File: config.mk
export PLATFORM = sky130hd
export DESIGN_NAME = dm_arbiter
export DESIGN_NICKNAME = d
export VERILOG_FILES = /design/src/rtl/dm_arbiter.sv
export SDC_FILE = /design/constraint.sdc
export NUM_CORES = 1
export LEC_CHECK = 0
export CORE_ASPECT_RATIO = 1.2
export CORE_MARGIN = 3
export CORE_UTILIZATION = 40
export DETAILED_ROUTE_END_ITERATION = 10
export PLACE_DENSITY = 0.8
export SLEW_MARGIN = 20
export SYNTH_ARGS = -nofsm -noshare
export SYNTH_HDL_FRONTEND = slang
export SYNTH_SLANG_ARGS = --single-unit
File: constraint.sdc
create_clock -name clk -period 1.6 [get_ports clk]
set_input_delay 0.48 -clock clk [delete_from_list [all_inputs] [get_ports clk]]
set_output_delay 0.48 -clock clk [all_outputs]
set_load 0.005 [all_outputs]
File: src/rtl/dm_arbiter.sv
// dm_arbiter: two requesters sharing one synchronous data-memory port, round-robin arbitrated.
// Build option: define DM_ARB_FIXED_PRIO_EN to make port 0 always win a conflict.
`timescale 1ns/1ps
module dm_arbiter #(
    parameter int ADDR_W = 12,
    parameter int DATA_W = 32
) (
    input  logic              clk,
    input  logic              rst_n,
    input  logic              req0,
    input  logic              req1,
    input  logic              we0,
    input  logic              we1,
    input  logic [ADDR_W-1:0] addr0,
    input  logic [ADDR_W-1:0] addr1,
    input  logic [DATA_W-1:0] wdata0,
    input  logic [DATA_W-1:0] wdata1,
    output logic              gnt0,
    output logic              gnt1,
    output logic              rvalid0,
    output logic              rvalid1,
    output logic [DATA_W-1:0] rdata0,
    output logic [DATA_W-1:0] rdata1,
    output logic              we_DM,
    output logic [ADDR_W-1:0] addDM,
    output logic [DATA_W-1:0] dataDM,
    input  logic [DATA_W-1:0] outDM,
    output logic              busy
);

    typedef enum logic [1:0] {IDLE, ISSUE, RWAIT} state_t;

    state_t            r_state;
    logic              r_winner;
    logic              r_we;
    logic              r_gnt0, r_gnt1;
    logic              r_rvalid0, r_rvalid1;
    logic              r_we_dm;
    logic              r_busy;
    logic [ADDR_W-1:0] r_add_dm;
    logic [DATA_W-1:0] r_data_dm;
    logic [DATA_W-1:0] r_rdata0, r_rdata1;

    logic              w_any_req;
    logic              w_pick1;

    assign w_any_req = req0 | req1;

`ifdef DM_ARB_FIXED_PRIO_EN
    assign w_pick1 = req1 & ~req0;
`else
    // r_last is the port served most recently; on a conflict the other one wins.
    logic r_last;

    assign w_pick1 = req1 & (~req0 | ~r_last);

    always_ff @(posedge clk or negedge rst_n) begin
        if (!rst_n) begin
            r_last <= 1'b1;
        end else if (r_state == IDLE && w_any_req) begin
            r_last <= w_pick1;
        end
    end
`endif

    always_ff @(posedge clk or negedge rst_n) begin
        if (!rst_n) begin
            r_state   <= IDLE;
            r_winner  <= 1'b0;
            r_we      <= 1'b0;
            r_gnt0    <= 1'b0;
            r_gnt1    <= 1'b0;
            r_rvalid0 <= 1'b0;
            r_rvalid1 <= 1'b0;
            r_we_dm   <= 1'b0;
            r_busy    <= 1'b0;
            r_add_dm  <= '0;
            r_data_dm <= '0;
            r_rdata0  <= '0;
            r_rdata1  <= '0;
        end else begin
            // NOTE: pulse outputs default low every cycle; only the state that owns them raises them.
            r_gnt0    <= 1'b0;
            r_gnt1    <= 1'b0;
            r_rvalid0 <= 1'b0;
            r_rvalid1 <= 1'b0;
            r_we_dm   <= 1'b0;
            case (r_state)
                IDLE: begin
                    if (w_any_req) begin
                        r_state   <= ISSUE;
                        r_busy    <= 1'b1;
                        r_winner  <= w_pick1;
                        r_we      <= w_pick1 ? we1 : we0;
                        r_we_dm   <= w_pick1 ? we1 : we0;
                        r_add_dm  <= w_pick1 ? addr1 : addr0;
                        r_data_dm <= w_pick1 ? wdata1 : wdata0;
                        r_gnt0    <= ~w_pick1;
                        r_gnt1    <= w_pick1;
                    end
                end
                ISSUE: begin
                    if (r_we) begin
                        r_state <= IDLE;
                        r_busy  <= 1'b0;
                    end else begin
                        r_state <= RWAIT;
                    end
                end
                RWAIT: begin
                    // Memory answers one clock after it sampled the address in ISSUE.
                    r_state <= IDLE;
                    r_busy  <= 1'b0;
                    if (r_winner) begin
                        r_rdata1  <= outDM;
                        r_rvalid1 <= 1'b1;
                    end else begin
                        r_rdata0  <= outDM;
                        r_rvalid0 <= 1'b1;
                    end
                end
                default: begin
                    r_state <= IDLE;
                    r_busy  <= 1'b0;
                end
            endcase
        end
    end

    assign gnt0    = r_gnt0;
    assign gnt1    = r_gnt1;
    assign rvalid0 = r_rvalid0;
    assign rvalid1 = r_rvalid1;
    assign rdata0  = r_rdata0;
    assign rdata1  = r_rdata1;
    assign we_DM   = r_we_dm;
    assign addDM   = r_add_dm;
    assign dataDM  = r_data_dm;
    assign busy    = r_busy;

endmodule

---- Word level (Yosys, flattened, before mapping) ----
Cells that the tools add are included.
Widths: inputs -> output; s select.
word-level totals
  bits in registers ....................... 119
  output and inout port bits .............. 114
  bits of input ports ..................... 126
  logic and storage cells ................. 50
cells by class
  bitwise logic cells ..................... 7
  eq/ne operators ......................... 4
  reduce and logical (&&, ||, !) cells .... 6
  mux-type cells .......................... 19
operators by type and width
  cell                number
  $mux 32             1
  $mux 1              13
  $mux 12             1
  $reduce_and 2->1    4
  $mux 2              2
  $ne 2x2->1 const B  2
  $not 1->1           4
  $pmux 2 s2          1
  $eq 2x1->1 const B  1
  $eq 2x2->1 const B  1
  $logic_not 2->1     1
  $or 1x1->1          2
  $pmux 1 s2          1
  $and 1x1->1         1
  $logic_and 1x1->1   1

---- Longest topological paths before layout ----
  depth after elaboration ................. 6
  depth in mapped cells ................... 6
  depth with buffers taken out ............ 4

---- Worst setup path before layout ----
OpenSTA, ideal clock, no wires.
  kind .................................... input to register
  start point ............................. input port req1
  end point ............................... register r_data_dm[10], in the netlist dataDM[10]
  stages on the path ...................... 5
  setup time .............................. 0.126 ns
  data required time ...................... 1.474 ns
  path buffers ............................ 2
  setup slack ............................. 0.059 ns
  data arrival time ....................... 1.415 ns
  cells stage by stage .................... or2_1 and3_4 buf_6 buf_6 a221o_1
on the way
  longest elaborated chain between the ends .. 2
  elaborated cells between the ends (all ways) .. 4
  those cells by class .................... mux (1); bitwise (2); reduce/logical (1)
RTL lines
  element                                             RTL line  RTL
  start: declaration                                  11        input logic req1,
  $and 1x1->1 / $or 1x1->1 (equally long branches)    55, 47
  $mux 32 / $reduce_and 2->1 (equally long branches)  -
  end signal: assignment                              97        r_data_dm <= w_pick1 ? wdata1 : wdata0;
  end: declaration                                    41        logic [DATA_W-1:0] r_data_dm;
Several ways; a longest one is shown, not always the timed one.
A chain may end at the register's enable or synchronous reset.

---- Worst setup path after layout ----
  start point ............................. register r_rdata1[6], in the netlist rdata1[6]
  end point ............................... output port rdata1[6]
RTL lines
  element                   RTL line  RTL
  start: declaration        42        logic [DATA_W-1:0] r_rdata0, r_rdata1;
  start signal: assignment  115       r_rdata1 <= outDM;
  end: declaration          23        output logic [DATA_W-1:0] rdata1,
No word-level cell between the ends.

==> results.json <==
{
  "utilization": 0.6927,
  "syn_inst": 374,
  "instances_no_fill": 803,
  "num_vias": 4076,
  "cp_top_family": "flip-flops",
  "multi_input_area_sq_mm": 0.001657,
  "hold_path.class": "register to register",
  "r2r_slack_ns": 0.07,
  "setup_violations": 0,
  "clk-insertion-delay-late_ns": 0.40,
  "num_rows": 43,
  "antenna_found_initial": 0,
  "endpoint_kind": "output port",
  "grt_remaining_overflow": 0,
  "finClkSkew_ns": 0.005790,
  "rsz0062_at_grt": "no",
  "worstSetupPathType": "register to output port",
  "antenna_cells": 0,
  "tightest_slew_ns": 0.2838,
  "synth_cell_type_count": 28,
  "clk_path_buf_depth": 2,
  "arrival_ns": 1.08,
  "tritoncts": "yes",
  "leakage_nw": 3.694,
  "final_cell_mix": "clkdlybuf4s50_1 (124), dfrtp_1 (118), dlygate4sd2_1 (114)",
  "fin_crit_sh": 0.9733,
  "regArea_sq_mm": 0.002979,
  "clock-sinks": 119,
  "path_cells": "dlygate4sd2_1",
  "fin_crit_ns": 1.557,
  "postSynthNetCount": 500,
  "syn_area_sq_mm": 0.004783,
  "io_buffers": 239,
  "ys.flop_type": "dfrtp_1",
  "nNetsFinal": 760,
  "drive_gt1_frac": 0.1966,
  "dieWidth_um": 105.8,
  "tns_ns": 0,
  "cts.htree.levels": 4,
  "placed_cell_area_sq_mm": 0.007520,
  "cp_slowest_cell": "dfrtp_1",
  "status": "finished clean",
  "grt_use_total": 0.2205,
  "wirelength_um": 14330,
  "die_area_sq_mm": 0.01331,
  "max_cap_viol_count": 0,
  "cp_max_fo": 2,
  "power_mw": 15.03,
  "firstDrtPassIters": 4,
  "final_common_cell": "clkdlybuf4s50_1",
  "yosysWarnings": 0,
  "synth-async-reset-ratio": 1.000,
  "yosysSeqAreaShare": 0.6228,
  "wire_per_inst_um": 17.85,
  "slowest_delay_ns": 0.40,
  "avgSynthCellArea_sq_um": 12.79,
  "initial_utilization": 0.4116,
  "cp-start-kind": "register",
  "synth.ff_latch_count": 119,
  "root_buffer": "clkbuf_16",
  "syn_to_final_growth_pct": 68.30,
  "gp_congestion": 0.8291,
  "routed_via_density": 5.076,
  "hpwl_um": 10970,
  "cts-buffers-inserted": 17,
  "max_slew_margin": 0.8054,
  "cellPowerDensity_mw_per_mm2": 1866,
  "slew_violations": 0,
  "post-route-drc-count": 0,
  "fmax_ghz": 0.6422,
  "path_buf_inv": 1,
  "fill_cells": 927,
  "final_area_sq_mm": 0.008050,
  "pin_count": 240,
  "dp.cells": 766,
  "grt_pass1_wl_um": 22870,
  "grt_max_degree": 41,
  "antenna_left": 0,
  "drt_iter0_markers": 141,
  "finalHoldViolations": 0,
  "clkTransAtPathRegs_ns": 0.05,
  "core-area_sq_mm": 0.01162,
  "grt_pass1_vias": 4393,
  "crit_required_ns": 1.12,
  "ir_drop_mv": 0.7420,
  "die-height_um": 125.8,
  "synth_edf_count": 0
}
## stage by stage
| step | hold WS, ns | worst slack [ns] |
|---|---|---|
| after floorplan | 0.1844 | 0.05902 |
| after global placement | 0.3994 | -0.3079 |
| after detailed placement | 0.3957 | -0.3562 |
| after CTS | 0.4583 | 0.01010 |
| after global routing | 0.4872 | 0.001594 |
| final | 0.4578 | 0.04274 |
## worst paths after layout
path / from / to / cells after the start
max: rdata1[6]$_DFFE_PN0P_ / rdata1[6] / 1
min: r_we$_DFFE_PN0P_ / r_state[1]$_DFFE_PN0P_ / 1
max reg2reg: r_state[1]$_DFFE_PN0P_ / addDM[10]$_DFFE_PN0P_ / 4
min reg2reg: r_we$_DFFE_PN0P_ / r_state[1]$_DFFE_PN0P_ / 1
max in group asynchronous: rst_n / r_last$_DFFE_PN1P_ / 3
min in group asynchronous: rst_n / rdata0[5]$_DFFE_PN0P_ / 2
## registers in the layout (all words and copies together) (netlist names)
register and flops:
addDM 12, busy 1, dataDM 32, gnt0 1, gnt1 1, r_last 1, r_state 2, r_we 1
r_winner 1, rdata0 32, rdata1 32, rvalid0 1, rvalid1 1, we_DM 1
## Yosys cell counts (2+ instances only)
| cell type | number | area (sq um) |
|---|---|---|
| nor2_1 | 2 | 7.510 |
| a21oi_1 | 30 | 150.1 |
| nand2_1 | 57 | 214.0 |
| buf_6 | 2 | 22.52 |
| buf_2 | 10 | 50.05 |
| a31oi_1 | 28 | 175.2 |
| mux2_1 | 2 | 22.52 |
| inv_1 | 2 | 7.510 |
| mux2_2 | 62 | 698.2 |
| and3_1 | 16 | 100.1 |
| dfrtp_1 | 118 | 2953 |
| a221o_1 | 16 | 160.2 |
| buf_4 | 9 | 67.56 |
| a21o_1 | 2 | 15.01 |
| clkbuf_1 | 5 | 18.77 |
## layer usage
layer  wire length [um]  GRT usage  up-vias
li1                   -          -     1876
met1               5386     0.2458     2015
met2               7907     0.4092      172
met3                842    0.06202       13
met4                195    0.06098        0
met5                  0          0        -
## what timing repair did
item,in CTS,in global routing
gates resized for setup,114,1
endpoints found under the hold margin,17,0
hold buffers,1,0
pin swaps,0,1
endpoints found under the setup margin,114,9
setup buffers,5,0
gates cloned,0,0
## layout make-up
type / instances / area share
clock buffers: 23 / 0.05937
clock inverters: 8 / 0.01803
inverters: 2 / 0.0009325
multi-input cells: 225 / 0.2058
flip-flops and latches: 119 / 0.3701
well taps: 157 / 0.02440
repair buffers: 269 / 0.3214
## logic make-up after synthesis
kind of cell / share of synthesized area
DFF: 0.6228
buffers and inverters: 0.03662
and+or+nand+nor: 0.07769
muxes: 0.1528
AOI/OAI and AO/OA: 0.1101
## where the power goes
group	leakage (nW)	internal [mW]	total (mW)	switching (mW)
clock	0.299	2.71	3.95	1.23
combinational	1.99	3.35	5.72	2.37
sequential	1.41	4.54	5.36	0.818
Power figures use the tool's default switching activity.
